`src/rtl/uart_tx_buffered_if.sv`:
```
// rtl/uart_tx_buffered_if.sv - byte send handshake between producer and buffered UART transmitter
interface uart_tx_buffered_if;
  logic       valid_send;
  logic [7:0] data_send;
  logic       ready_send;

  modport master (output valid_send, output data_send, input ready_send);
  modport slave  (input valid_send, input data_send, output ready_send);
endinterface

```
`src/rtl/uart_tx_buffered.sv`:
```
// rtl/uart_tx_buffered.sv - buffered 8N1 UART transmitter, FIFO-fed, LSB-first
module uart_tx_buffered #(
  parameter int CLK_PER_HALF_BIT = 868,
  parameter int FIFO_AW          = 4
) (
  input  logic                clk,
  input  logic                rstn,
  uart_tx_buffered_if.slave   send,
  output logic                UART_TX,
  output logic                busy,
  output logic [FIFO_AW:0]    fifo_count
);
  localparam int BIT_CYC = 2 * CLK_PER_HALF_BIT;
  localparam int CW      = $clog2(BIT_CYC);
  localparam int DEPTH   = 1 << FIFO_AW;
  localparam logic [CW-1:0]    BAUD_LAST = CW'(BIT_CYC - 1);
  localparam logic [FIFO_AW:0] FULL      = {1'b1, {FIFO_AW{1'b0}}};

  typedef enum logic [1:0] {IDLE, START, DATA, STOP} state_t;

  state_t              state, state_n;
  logic [CW-1:0]       baud, baud_n;
  logic [2:0]          bit_idx, bit_idx_n;
  logic [7:0]          shift, shift_n;
  logic                tx, tx_n;
  logic                baud_done;
  logic                push, pop;
  logic                not_empty;
  logic [7:0]          mem [DEPTH];
  logic [FIFO_AW-1:0]  wr_ptr, rd_ptr;
  logic [FIFO_AW:0]    count;

  // ready depends only on the registered count, never on valid_send
  assign send.ready_send = (count != FULL);
  assign push            = send.valid_send & send.ready_send;
  assign not_empty       = (count != '0);
  assign baud_done       = (baud == BAUD_LAST);

  always_ff @(posedge clk) begin
    if (push) begin
      mem[wr_ptr] <= send.data_send;
    end
  end

  always_ff @(posedge clk or negedge rstn) begin
    if (!rstn) begin
      wr_ptr <= '0;
      rd_ptr <= '0;
      count  <= '0;
    end else begin
      if (push) begin
        wr_ptr <= wr_ptr + FIFO_AW'(1);
      end
      if (pop) begin
        rd_ptr <= rd_ptr + FIFO_AW'(1);
      end
      case ({push, pop})
        2'b10:   count <= count + (FIFO_AW+1)'(1);
        2'b01:   count <= count - (FIFO_AW+1)'(1);
        default: count <= count;
      endcase
    end
  end

  always_ff @(posedge clk or negedge rstn) begin
    if (!rstn) begin
      state   <= IDLE;
      baud    <= '0;
      bit_idx <= '0;
      shift   <= '0;
      tx      <= 1'b1;
    end else begin
      state   <= state_n;
      baud    <= baud_n;
      bit_idx <= bit_idx_n;
      shift   <= shift_n;
      tx      <= tx_n;
    end
  end

  always_comb begin
    state_n   = state;
    baud_n    = baud;
    bit_idx_n = bit_idx;
    shift_n   = shift;
    tx_n      = tx;
    pop       = 1'b0;
    case (state)
      IDLE: begin
        tx_n   = 1'b1;
        baud_n = '0;
        if (not_empty) begin
          pop     = 1'b1;
          shift_n = mem[rd_ptr];
          tx_n    = 1'b0;
          state_n = START;
        end
      end
      START: begin
        if (baud_done) begin
          baud_n    = '0;
          bit_idx_n = '0;
          tx_n      = shift[0];
          state_n   = DATA;
        end else begin
          baud_n = baud + CW'(1);
        end
      end
      DATA: begin
        if (baud_done) begin
          baud_n = '0;
          if (bit_idx == 3'd7) begin
            tx_n    = 1'b1;
            state_n = STOP;
          end else begin
            // line always carries shift[0]; the next bit is shift[1]
            bit_idx_n = bit_idx + 3'd1;
            shift_n   = {1'b0, shift[7:1]};
            tx_n      = shift[1];
          end
        end else begin
          baud_n = baud + CW'(1);
        end
      end
      STOP: begin
        if (baud_done) begin
          baud_n = '0;
          if (not_empty) begin
            pop     = 1'b1;
            shift_n = mem[rd_ptr];
            tx_n    = 1'b0;
            state_n = START;
          end else begin
            tx_n    = 1'b1;
            state_n = IDLE;
          end
        end else begin
          baud_n = baud + CW'(1);
        end
      end
      default: begin
        tx_n    = 1'b1;
        baud_n  = '0;
        state_n = IDLE;
      end
    endcase
  end

  assign UART_TX    = tx;
  assign busy       = (state != IDLE) | not_empty;
  assign fifo_count = count;

endmodule

```
`src/flat_wrapper.sv`:
```
// flat-port wrapper written by rule: the top's interface ports become plain ports
module uart_tx_buffered_flat 
#(
  parameter int CLK_PER_HALF_BIT = 868,
  parameter int FIFO_AW          = 4
)
  (clk, rstn, UART_TX, busy, fifo_count, send_valid_send, send_data_send, send_ready_send);
  uart_tx_buffered_if send_i ();
  input  logic clk;
  input  logic rstn;
  output logic UART_TX;
  output logic busy;
  output logic [FIFO_AW:0] fifo_count;
  input wire logic [$bits(send_i.valid_send)-1:0] send_valid_send;
  input wire logic [$bits(send_i.data_send)-1:0] send_data_send;
  output wire logic [$bits(send_i.ready_send)-1:0] send_ready_send;
  assign send_i.valid_send = send_valid_send;
  assign send_i.data_send = send_data_send;
  assign send_ready_send = send_i.ready_send;
  uart_tx_buffered #(.CLK_PER_HALF_BIT(CLK_PER_HALF_BIT), .FIFO_AW(FIFO_AW)) u_core (.clk(clk), .rstn(rstn), .send(send_i), .UART_TX(UART_TX), .busy(busy), .fifo_count(fifo_count));
endmodule
```
`config.mk`:
```
export PLATFORM = sky130hd
export DESIGN_NAME = uart_tx_buffered_flat
export DESIGN_NICKNAME = d
export VERILOG_FILES = /design/src/rtl/uart_tx_buffered_if.sv /design/src/rtl/uart_tx_buffered.sv /design/src/flat_wrapper.sv
export SDC_FILE = /design/constraint.sdc
export NUM_CORES = 1
export LEC_CHECK = 0
export ABC_AREA = 1
export CAP_MARGIN = 20
export CELL_PAD_IN_SITES_DETAIL_PLACEMENT = 0
export CELL_PAD_IN_SITES_GLOBAL_PLACEMENT = 1
export CORE_UTILIZATION = 30
export CTS_CLUSTER_DIAMETER = 100
export DETAILED_ROUTE_END_ITERATION = 8
export GPL_TIMING_DRIVEN = 0
export PLACE_DENSITY_LB_ADDON = 0.1
export SLEW_MARGIN = 10
export SYNTH_ARGS = -nofsm -noshare
export SYNTH_HDL_FRONTEND = slang
export SYNTH_SLANG_ARGS = --single-unit
export TNS_END_PERCENT = 10
```
`constraint.sdc`:
```
create_clock -name clk -period 5.8 [get_ports clk]
set_input_delay 1.16 -clock clk [delete_from_list [all_inputs] [get_ports clk]]
set_output_delay 1.16 -clock clk [all_outputs]
set_load 0.005 [all_outputs]
```
==> run metrics, run 1 <==
Routed WL=slightly below 20000 um; HP Class=flop to flop; worst flop-to-flop path startpoint=u_core.baud[0]$_DFF_PN0_; FFs w/ async S/R, synth=0.229; Tcrit/Tclk final=0.532; CTS resizes=0; top cell type's share of synthesized area=0.512; Die ar.=25700 um^2; initial core utilization=0.307; mapped cell area=7510 um^2; CTS H-tree depth=4; Critical Path Source Type=flop; r2r setup slk=around 2.8 ns; Max Clock Freq=about 320 MHz; core area=24500 um^2; Post-Synth Simple-Gate Area=0.241; Power Density=between 400 and 500 nW/um^2; worst skew pair latency=roughly 0.44 ns; largest net degree at the start of global routing=34; post-cts hold buffer count=0; crit path cell chain=inv_1, ha_1, nand2_1, clkdlybuf4s50_1; largest family of logic cells by synthesized area=simple AND/OR/NAND/NOR gates; total grt overflow=0; multiplexer share of the synthesized area=0; status=finished clean; Synth Area in Adders=0.0293; post-synthesis cell count=753; count of final setup violators=0; CP Class=flop to output port; worst hold margin=0.486 ns; number of synthesized register bits=166; Slew Viols, Final=0; cell taking the most area after synthesis=edfxtp_1; Crit. End Element=output port; row count=57; fin util=0.356; unrepaired setup endpoints after global routing=no; CP max stage cell=clkdlybuf4s50_1; # IOs=19; Die H=between 150 and 200 um; post-CTS setup repair buffer count=0; clock root buffer=clkbuf_16; maxcap violations=0; vias in the first global route=4957; non-filler cells, final=approximately 1.1k; first-pass GRT wire length=between 20000 and 30000 um; Largest stage delay, worst path=0.51 ns; Tot GR Track Use=0.161; cell with the most instances after synthesis=nand2_1; Required @ worst endpoint=4.64 ns; Final #Nets=819; clock tree sinks=166; Avg Cell Area, Syn=9.97 um^2; Synth Flop Type=edfxtp_1; final hold vios=0; worst-path maximum fanout=6; I/O Buffers=18; layout cells sized above 1=0.0958; HP Start=u_core.bit_idx[1]$_DFFE_PN0P_; Clock Pin Slew Worst Setup and Hold Paths=around 0.08 ns; DR vias/cell=4.49; Routed Antenna Nets=0; maximum clock path buffer count=2; fin crit period=3.09 ns; most instantiated cells after synthesis=247 x nand2_1, 128 x edfxtp_1, 101 x nor2_1; Vias=5064; reg2reg end=u_core.fifo_count[4]$_DFFE_PN0P_; Leak=3.57 nW; Compound-Gate Fraction of Synth Area=0.0297; Crit path arrival time=1.93 ns; Worst Max-Slew Pin Slew=~0.9 ns; Post-synth EDFFs=approximately 130; Synth area leaders=edfxtp_1 51%, nand2_1 12%, dfrtp_1 12%; library cells used by synthesis=35; Hold Path Sink=u_core.bit_idx[1]$_DFFE_PN0P_; Yosys warnings=0; Setup Skew=0.0146 ns; setup_tns=0 ns; Detailed Place HPWL=13300 um; Pre-antenna DRT Iters=5; initial drt markers=298; Layout area overhead=16.1%; initial antenna violation count=0; register area share after synthesis=0.639; TritonCTS buffer count=17; slew margin rel.=0.390; Inserted Diodes=0; Peak supply drop=196 uV; dpl cells=1096; post-synthesis xor/xnor area fraction=0.0152; WL/cell=17.2 um; gpl congestion=roughly 0.75; Syn Nets=781; TritonCTS clock tree=done; reg2reg path depth=17; DR DRC count=0; Die Span X=160 um; hold path cells=2
==> worst max-delay path, delay by kind of cell, from the launching register on <==
family        cells  cell delay [ns]
fa+ha+maj         1             0.29
buf+inv           2             0.62
flops             1             0.44
simple gates      1             0.15
==> metrics by stage <==
stage | worst slack, ns | total power [mW] | area (um^2)
detailed placement | 2.42 | 3.09 | 8110
global placement | 2.44 | 3.07 | 8100
floorplan | 3.30 | 2.56 | 7510
finish | 2.71 | 4.18 | 8720
global route | 2.52 | 4.48 | 8720
CTS | 2.68 | 4.24 | 8720
==> registers in the layout (all words and copies together) (netlist names) <==
name               count
u_core.UART_TX         1
u_core.baud           11
u_core.bit_idx         3
u_core.fifo_count      5
u_core.mem           128
u_core.rd_ptr          4
u_core.shift           8
u_core.state           2
u_core.wr_ptr          4
==> worst max-delay path by stage <==
stage / startpoint / to / slack (ns) / depth (start not counted)
6_report: u_core.state[0]$_DFFE_PN0P_ / busy / 2.71 / 4
5_1_grt: u_core.baud[0]$_DFF_PN0_ / u_core.fifo_count[4]$_DFFE_PN0P_ / 2.52 / 17
4_1_cts: u_core.state[0]$_DFFE_PN0P_ / busy / 2.68 / 4
3_5_place_dp: send_valid_send / u_core.mem[9][1]$_DFFE_PP_ / 2.42 / 5
3_3_place_gp: send_valid_send / u_core.mem[9][1]$_DFFE_PP_ / 2.44 / 5
2_1_floorplan: u_core.baud[0]$_DFF_PN0_ / u_core.fifo_count[4]$_DFFE_PN0P_ / 3.30 / 17
==> per-layer routing <==
layer / routed length [um] / GRT usage
met1: 8770 / 0.207
met2: 10000 / 0.278
met3: 468 / 0.0268
met4: 179 / 0.0429
met5: 0 / 0
==> kinds of logic after synthesis <==
logic type / Yosys count
DFF: 166
AOI/OAI and AO/OA: 42
buffers and inverters: 80
and+or+nand+nor: 435
xor gates and xnor gates: 13
adders and majority gates: 17
==> where the power goes <==
part           switching [mW]  internal, mW  leakage (nW)
registers               0.106          1.47          1.64
logic                   0.997         0.464          1.63
clock network           0.557         0.584         0.296
total                    1.66          2.52          3.57
==> placed cells by master, fill, tap and decap left out, types with 2 or more instances in the layout <==
cell	n
a21oi_1	15
a31oi_1	2
buf_2	13
buf_4	5
buf_6	2
clkbuf_1	4
clkbuf_16	17
clkdlybuf4s50_1	17
clkinv_4	2
clkinv_8	6
dfrtp_1	37
edfxtp_1	128
ha_1	16
inv_1	51
inv_2	5
inv_6	2
inv_8	4
nand2_1	247
nand2_2	6
nand3_1	61
nand4_1	2
nor2_1	101
nor2_2	4
nor2_4	3
nor3_1	5
o21ai_0	19
o21ai_1	3
xnor2_1	3
xor2_1	10
==> area by class of cell <==
class,instances,area [um^2]
Tap cell,324,405
Buffer,24,139
Timing Repair Buffer,19,195
Clock buffer,17,425
Multi-Input combinational cell,507,2360
Clock inverter,15,183
Inverter,56,210
Sequential cell,166,4800
Fill cell,2511,15700
No activity file was read; power rests on OpenSTA's default activity.
==> run 2: changes to the inputs <==
- clock period: 5.8 -> 2.89 ns (I/O delays scaled with it)
==> run 2 against run 1 <==
  * Utilization rose by 0.27 points
  * Critical path type is now flop to flop
  * Wire length up 0.51%
  * Cell count up 0.44%
  * Die area is the same
  * Clock power rose by 100%
  * Flip-flop and latch count unchanged
  * Via count is essentially flat
  * Count of clock-buffer cells in the layout unchanged
  * Highest routed layer unchanged
  * Design area grew 0.76%
  * Power rose by 100%
==> run metrics, run 2 (synthesis results as in run 1) <==
TritonCTS buffer count=17 (unchanged); Tot GR Track Use=0.161 (unchanged); DR vias/cell=4.47 (-0.54%); Layout area overhead=17.0%; met3 WL post-DR=475 um (+1.5%); Routed Antenna Nets=0 (unchanged); vias in the first global route=4960 (+0.061%); Detailed Place HPWL=13300 um (unchanged); CTS H-tree depth=4 (unchanged); layout cells sized above 1=0.108 (+0.0118); Vias=5059 (-0.099%); top flop regs=u_core.mem: 128 flops, u_core.baud: 11 flops, u_core.shift: 8 flops; final instance area=8780 um^2 (+0.76%); Leak=3.58 nW (+0.34%); initial drt markers=260 (-13%); slew margin rel.=0.410 (+0.0201); Routed WL=19500 um (+0.51%); gpl congestion=0.745 (unchanged); Tot Pwr=8.46 mW (+100%); total grt overflow=0 (unchanged); Clock Pin Slew Worst Setup and Hold Paths=0.07 ns (about the same); net switching power=3.36 mW (+100%); clock tree sinks=166 (unchanged); Worst Max-Slew Pin Slew=0.881 ns (-0.0301 ns); core area=24500 um^2 (unchanged); maximum clock path buffer count=2 (unchanged); largest net degree at the start of global routing=34 (unchanged); maxcap violations=0 (unchanged); Max Clock Freq=372 MHz; row count=57 (unchanged); combinational share of power=0.355 (+0.005); switching portion of total power=0.397 (-0.000643); Inserted Diodes=0 (unchanged); unrepaired setup endpoints after global routing=no; status=finished clean; setup_tns=0 ns (unchanged); clock root buffer=clkbuf_16; first-pass GRT wire length=30000 um (about the same); I/O Buffers=18 (unchanged); clock power share=0.271 (-0.002); Most flops, register=u_core.mem; DR top layer=met4; Area after DPL=8110 um^2 (unchanged); wire length on met2=10000 um (+0.16%); Slew Viols, Final=0 (unchanged); WL/cell=17.2 um (about the same); Final #Nets=824 (+0.61%); worst-path maximum fanout=5 (-1); fin crit period=2.69 ns; Die H=160 um (unchanged); Setup Skew=0.0184 ns (+0.00374 ns); Peak supply drop=394 uV (+100%); fill count=2514 (+0.12%); commonest cells after routing, fill and taps aside=247 x nand2_1, 128 x edfxtp_1, 101 x nor2_1, 61 x nand3_1, 49 x inv_1; DR DRC count=0 (unchanged); count of final setup violators=0 (unchanged); Crit. End Element=flop; Crit path arrival time=3.01 ns (+1.08 ns); # IOs=19 (unchanged); initial core utilization=0.307 (unchanged); Tcrit/Tclk final=0.930; TritonCTS clock tree=done; internal cell power=5.10 mW (+100%); initial antenna violation count=0 (unchanged); max FFs per register=128 (unchanged); HP Class=flop to flop; Pre-antenna DRT Iters=4 (-1); Met1 Wirelength=8910 um (+1.6%); Required @ worst endpoint=3.22 ns (-1.42 ns); Critical Path Source Type=flop; worst skew pair latency=0.44 ns (about the same); Seq pwr share=0.374 (-0.003); final hold vios=0 (unchanged); CP Class=flop to flop; Power Density=963 nW/um^2 (+100%); Die Span X=160 um (unchanged); Die ar.=25700 um^2 (unchanged); commonest non-fill, non-tap cell in the layout=nand2_1
[run 2: cell types whose count changed in the layout (fill, tap and decap cells not counted), sizes merged]
cell / delta
buf: +4
dlygate4sd3: +1
[run 2: stage by stage]
step / hold slack [ns] / instances / utilization / worst slack (ns)
after global placement: 0.459 / 1095 / 0.331 / -0.0667
after detailed placement: 0.426 / 1096 / 0.332 / -0.116
after floorplan: 0.282 / 753 / - / 0.386
after CTS: 0.487 / 1129 / 0.357 / 0.0173
after global routing: 0.500 / 1133 / 0.359 / 0.0142
final: 0.486 / 1133 / 0.359 / 0.202
[run 2: area by class of cell]
cell class | instances | area (um^2) | share of cell area
Inverter | 56 | 213 | 0.0242
Clock buffer | 17 | 425 | 0.0484
Timing Repair Buffer | 24 | 235 | 0.0268
Clock inverter | 15 | 183 | 0.0208
Tap cell | 324 | 405 | 0.0461
Sequential cell | 166 | 4800 | 0.546
Multi-Input combinational cell | 507 | 2390 | 0.272
Buffer | 24 | 139 | 0.0158
[run 2: power groups by stage]
stage                     registers (mW)  clock network [mW]  logic (mW)
after floorplan                     3.16                   0        1.98
after detailed placement            3.22                   0        2.99
final                               3.16                2.29        3.01
after global routing                3.20                2.44        3.42
after CTS                           3.17                2.35        3.01
after global placement              3.20                   0        2.95
[run 2: worst max-delay path, cell delays in order, from the launching register on]
cell and delay (ns):
dfrtp_2 0.44, inv_1 0.11, ha_2 0.28, inv_1 0.10, nand2_1 0.09, a21oi_2 0.21
nand2_2 0.14, inv_4 0.10, ha_4 0.17, inv_1 0.06, fa_1 0.37, inv_2 0.08
a21oi_1 0.06, nor2_1 0.09, nor2_1 0.05, xor2_1 0.13, nand2_1 0.06, nand2_1 0.04
[run 2: layer usage]
layer	global-route usage	up-vias
met3	0.0268	7
met4	0.0429	0
met5	0	-
met1	0.207	2412
li1	-	2563
met2	0.278	77
[run 2: worst paths after layout]
check                                         startpoint                                to  slack (ns)  depth (start not counted)
setup / recovery             u_core.state[0]$_DFFE_PN0P_  u_core.fifo_count[4]$_DFFE_PN0P_        0.20                         17
hold / removal             u_core.bit_idx[1]$_DFFE_PN0P_     u_core.bit_idx[1]$_DFFE_PN0P_        0.49                          2
setup reg to reg             u_core.state[0]$_DFFE_PN0P_  u_core.fifo_count[4]$_DFFE_PN0P_        0.20                         17
hold reg to reg            u_core.bit_idx[1]$_DFFE_PN0P_     u_core.bit_idx[1]$_DFFE_PN0P_        0.49                          2
max in group asynchronous                           rstn        u_core.UART_TX$_DFFE_PN1P_        1.87                          3
min in group asynchronous                           rstn  u_core.fifo_count[0]$_DFFE_PN0P_        0.51                          2
[run 2: timing repair]
item                                   CTS  global route
setup endpoints to repair                1             1
endpoints found under the hold margin    5             0
pin swaps                                0             1
buffers inserted                         0             4
hold buffers                             1             0
gates resized for setup                  4             5
==> run 3: changes to the inputs <==
- PLACE_DENSITY: default -> 0.58
- PLACE_DENSITY_LB_ADDON: 0.1 -> default
==> run 3 against run 2 <==
  * Non-clock buffer count shrank 5
  * Die area is the same
  * Register-to-register slack gained 0.09 ns
  * Wire length shrank 5.5%
  * Worst hold slack lost 0.38 ns
  * Clock skew shrank 0.0015 ns
  * Power grew 0.23%
==> run metrics, run 3 (synthesis results as in run 1) <==
Final #Nets=819 (-0.61%); worst-path maximum fanout=6 (+1); commonest non-fill, non-tap cell in the layout=nand2_1; CTS H-tree depth=4 (unchanged); Inserted Diodes=0 (unchanged); clock root buffer=clkbuf_16; clock tree sinks=166 (unchanged); CP delay by family, top=adder cells; HP Class=input port to async pin; crit path cell chain=inv_2, ha_4, inv_1, nand2_1, a21oi_2, nand2_2, inv_2, ha_4, inv_1, fa_1, inv_1, a21oi_1, nor2_1, nor2_1, xor2_1, nand2_1, nand2_1; worst flop-to-flop path startpoint=u_core.state[0]$_DFFE_PN0P_; commonest cells after routing, fill and taps aside=247 x nand2_1, 128 x edfxtp_1, 101 x nor2_1, 61 x nand3_1, 49 x inv_1; core area=24500 um^2 (unchanged); layout cells sized above 1=0.103 (-0.00431); top flop regs=u_core.mem: 128 flops, u_core.baud: 11 flops, u_core.shift: 8 flops; Setup Skew=0.0169 ns (-0.00152 ns); first-pass GRT wire length=28800 um (-4.0%); maxcap violations=0 (unchanged); Largest stage delay, worst path=0.44 ns (about the same); Most flops, register=u_core.mem; Required @ worst endpoint=3.22 ns (about the same); Die ar.=25700 um^2 (unchanged); DR vias/cell=4.40 (-1.6%); internal cell power=5.17 mW (+1.2%); # IOs=19 (unchanged); I/O Buffers=18 (unchanged); row count=57 (unchanged); CP max stage cell=dfrtp_1; Tot GR Track Use=0.153 (-0.00781); max FFs per register=128 (unchanged); Leak=3.57 nW (-0.40%); post-CTS setup repair buffer count=0 (unchanged); largest net degree at the start of global routing=22 (-35%); Buf/Inv on CP=5 (unchanged); Die Span X=160 um (unchanged); WL/cell=16.4 um (-5.1%); Pre-antenna DRT Iters=4 (unchanged); crit path setup slack, layout=0.292 ns (+0.0899 ns); Crit path arrival time=2.92 ns (-0.09 ns); CP Class=flop to flop; net switching power=3.31 mW (-1.3%); initial core utilization=0.307 (unchanged); count of final setup violators=0 (unchanged); Max Clock Freq=385 MHz (+3.5%); clock power share=0.274 (+0.003); final hold vios=0 (unchanged); total grt overflow=0 (unchanged); Die H=160 um (unchanged); Detailed Place HPWL=12500 um (-6.0%); DR DRC count=0 (unchanged); initial antenna violation count=0 (unchanged); switching portion of total power=0.391 (-0.00586); Worst Max-Slew Pin Slew=0.859 ns (-0.0216 ns); Vias=4958 (-2.0%); Tcrit/Tclk final=0.899 (-0.0311); vias in the first global route=4871 (-1.8%); TritonCTS clock tree=done; Slew Viols, Final=0 (unchanged); fin crit period=2.60 ns (-0.0899 ns); Routed WL=18500 um (-5.5%); TritonCTS buffer count=17 (unchanged); initial drt markers=315 (+21%); Layout area overhead=16.7%; maximum clock path buffer count=2 (unchanged); reg2reg path depth=17 (unchanged); status=finished clean; Power Density=967 nW/um^2 (+0.44%); worst skew pair latency=0.43 ns (about the same); Routed Antenna Nets=0 (unchanged); pre-CTS WS=-0.115 ns (+0.00142 ns); worst hold margin=0.102 ns (-0.383 ns); fin util=0.358 (-0.000767); gpl congestion=0.750 (+0.60%); Seq pwr share=0.374 (about the same); Critical Path Source Type=flop; slew margin rel.=0.425 (+0.0145); Crit. End Element=flop; Clock Pin Slew Worst Setup and Hold Paths=0.07 ns (about the same); r2r setup slk=0.29 ns (+0.09 ns); Peak supply drop=325 uV (-18%); Tot Pwr=8.48 mW (+0.23%); combinational share of power=0.352 (-0.003); unrepaired setup endpoints after global routing=no; fill count=2489 (-0.99%); reg2reg end=u_core.fifo_count[4]$_DFFE_PN0P_
run 3: final cells by class:
class | count | area [um^2] | share of cell area
Inverter | 56 | 210 | 0.0240
Clock buffer | 17 | 425 | 0.0485
Tap cell | 324 | 405 | 0.0462
Timing Repair Buffer | 19 | 195 | 0.0223
Clock inverter | 15 | 178 | 0.0203
Sequential cell | 166 | 4800 | 0.547
Multi-Input combinational cell | 507 | 2420 | 0.276
Buffer | 24 | 139 | 0.0158
run 3: what timing repair did:
| action | in CTS | in global routing |
|---|---|---|
| hold buffers | 0 | 0 |
| gates resized for setup | 4 | 7 |
| pin swaps | 0 | 0 |
| endpoints found under the hold margin | 0 | 0 |
| endpoints found under the setup margin | 1 | 1 |
run 3: stage by stage:
step                cell area (um^2)  TNS, ns  instances
CTS                             8730        0       1128
global route                    8770        0       1128
global placement                8100  -0.0924       1095
detailed placement              8110   -0.115       1096
finish                          8770        0       1128
floorplan                       7510        0        753
run 3: per-layer routing:
| metal | share of wire | global-route usage | up-vias | wire, um |
|---|---|---|---|---|
| met5 | 0 | 0 | - | 0 |
| met4 | 0.018 | 0.0593 | 0 | 335 |
| met3 | 0.023 | 0.0213 | 16 | 417 |
| met2 | 0.48 | 0.248 | 57 | 8850 |
| met1 | 0.48 | 0.206 | 2336 | 8860 |
| li1 | - | - | 2549 | - |
run 3: how the worst max path moves through the flow:
stage	endpoint	cells after the start	from
floorplan	u_core.fifo_count[4]$_DFFE_PN0P_	17	u_core.baud[0]$_DFF_PN0_
global placement	u_core.fifo_count[4]$_DFFE_PN0P_	17	u_core.baud[0]$_DFF_PN0_
detailed placement	u_core.fifo_count[4]$_DFFE_PN0P_	17	u_core.baud[0]$_DFF_PN0_
CTS	u_core.fifo_count[4]$_DFFE_PN0P_	17	u_core.baud[0]$_DFF_PN0_
global route	u_core.fifo_count[4]$_DFFE_PN0P_	17	u_core.state[1]$_DFFE_PN0P_
finish	u_core.fifo_count[4]$_DFFE_PN0P_	17	u_core.state[0]$_DFFE_PN0P_
run 3: power groups by stage:
| stage | clock [mW] | sequential, mW | combinational, mW |
|---|---|---|---|
| after detailed placement | 0 | 3.22 | 2.99 |
| after floorplan | 0 | 3.16 | 1.98 |
| after CTS | 2.37 | 3.17 | 3.02 |
| after global placement | 0 | 3.21 | 2.99 |
| final | 2.33 | 3.17 | 2.98 |
| after global routing | 2.45 | 3.22 | 3.42 |
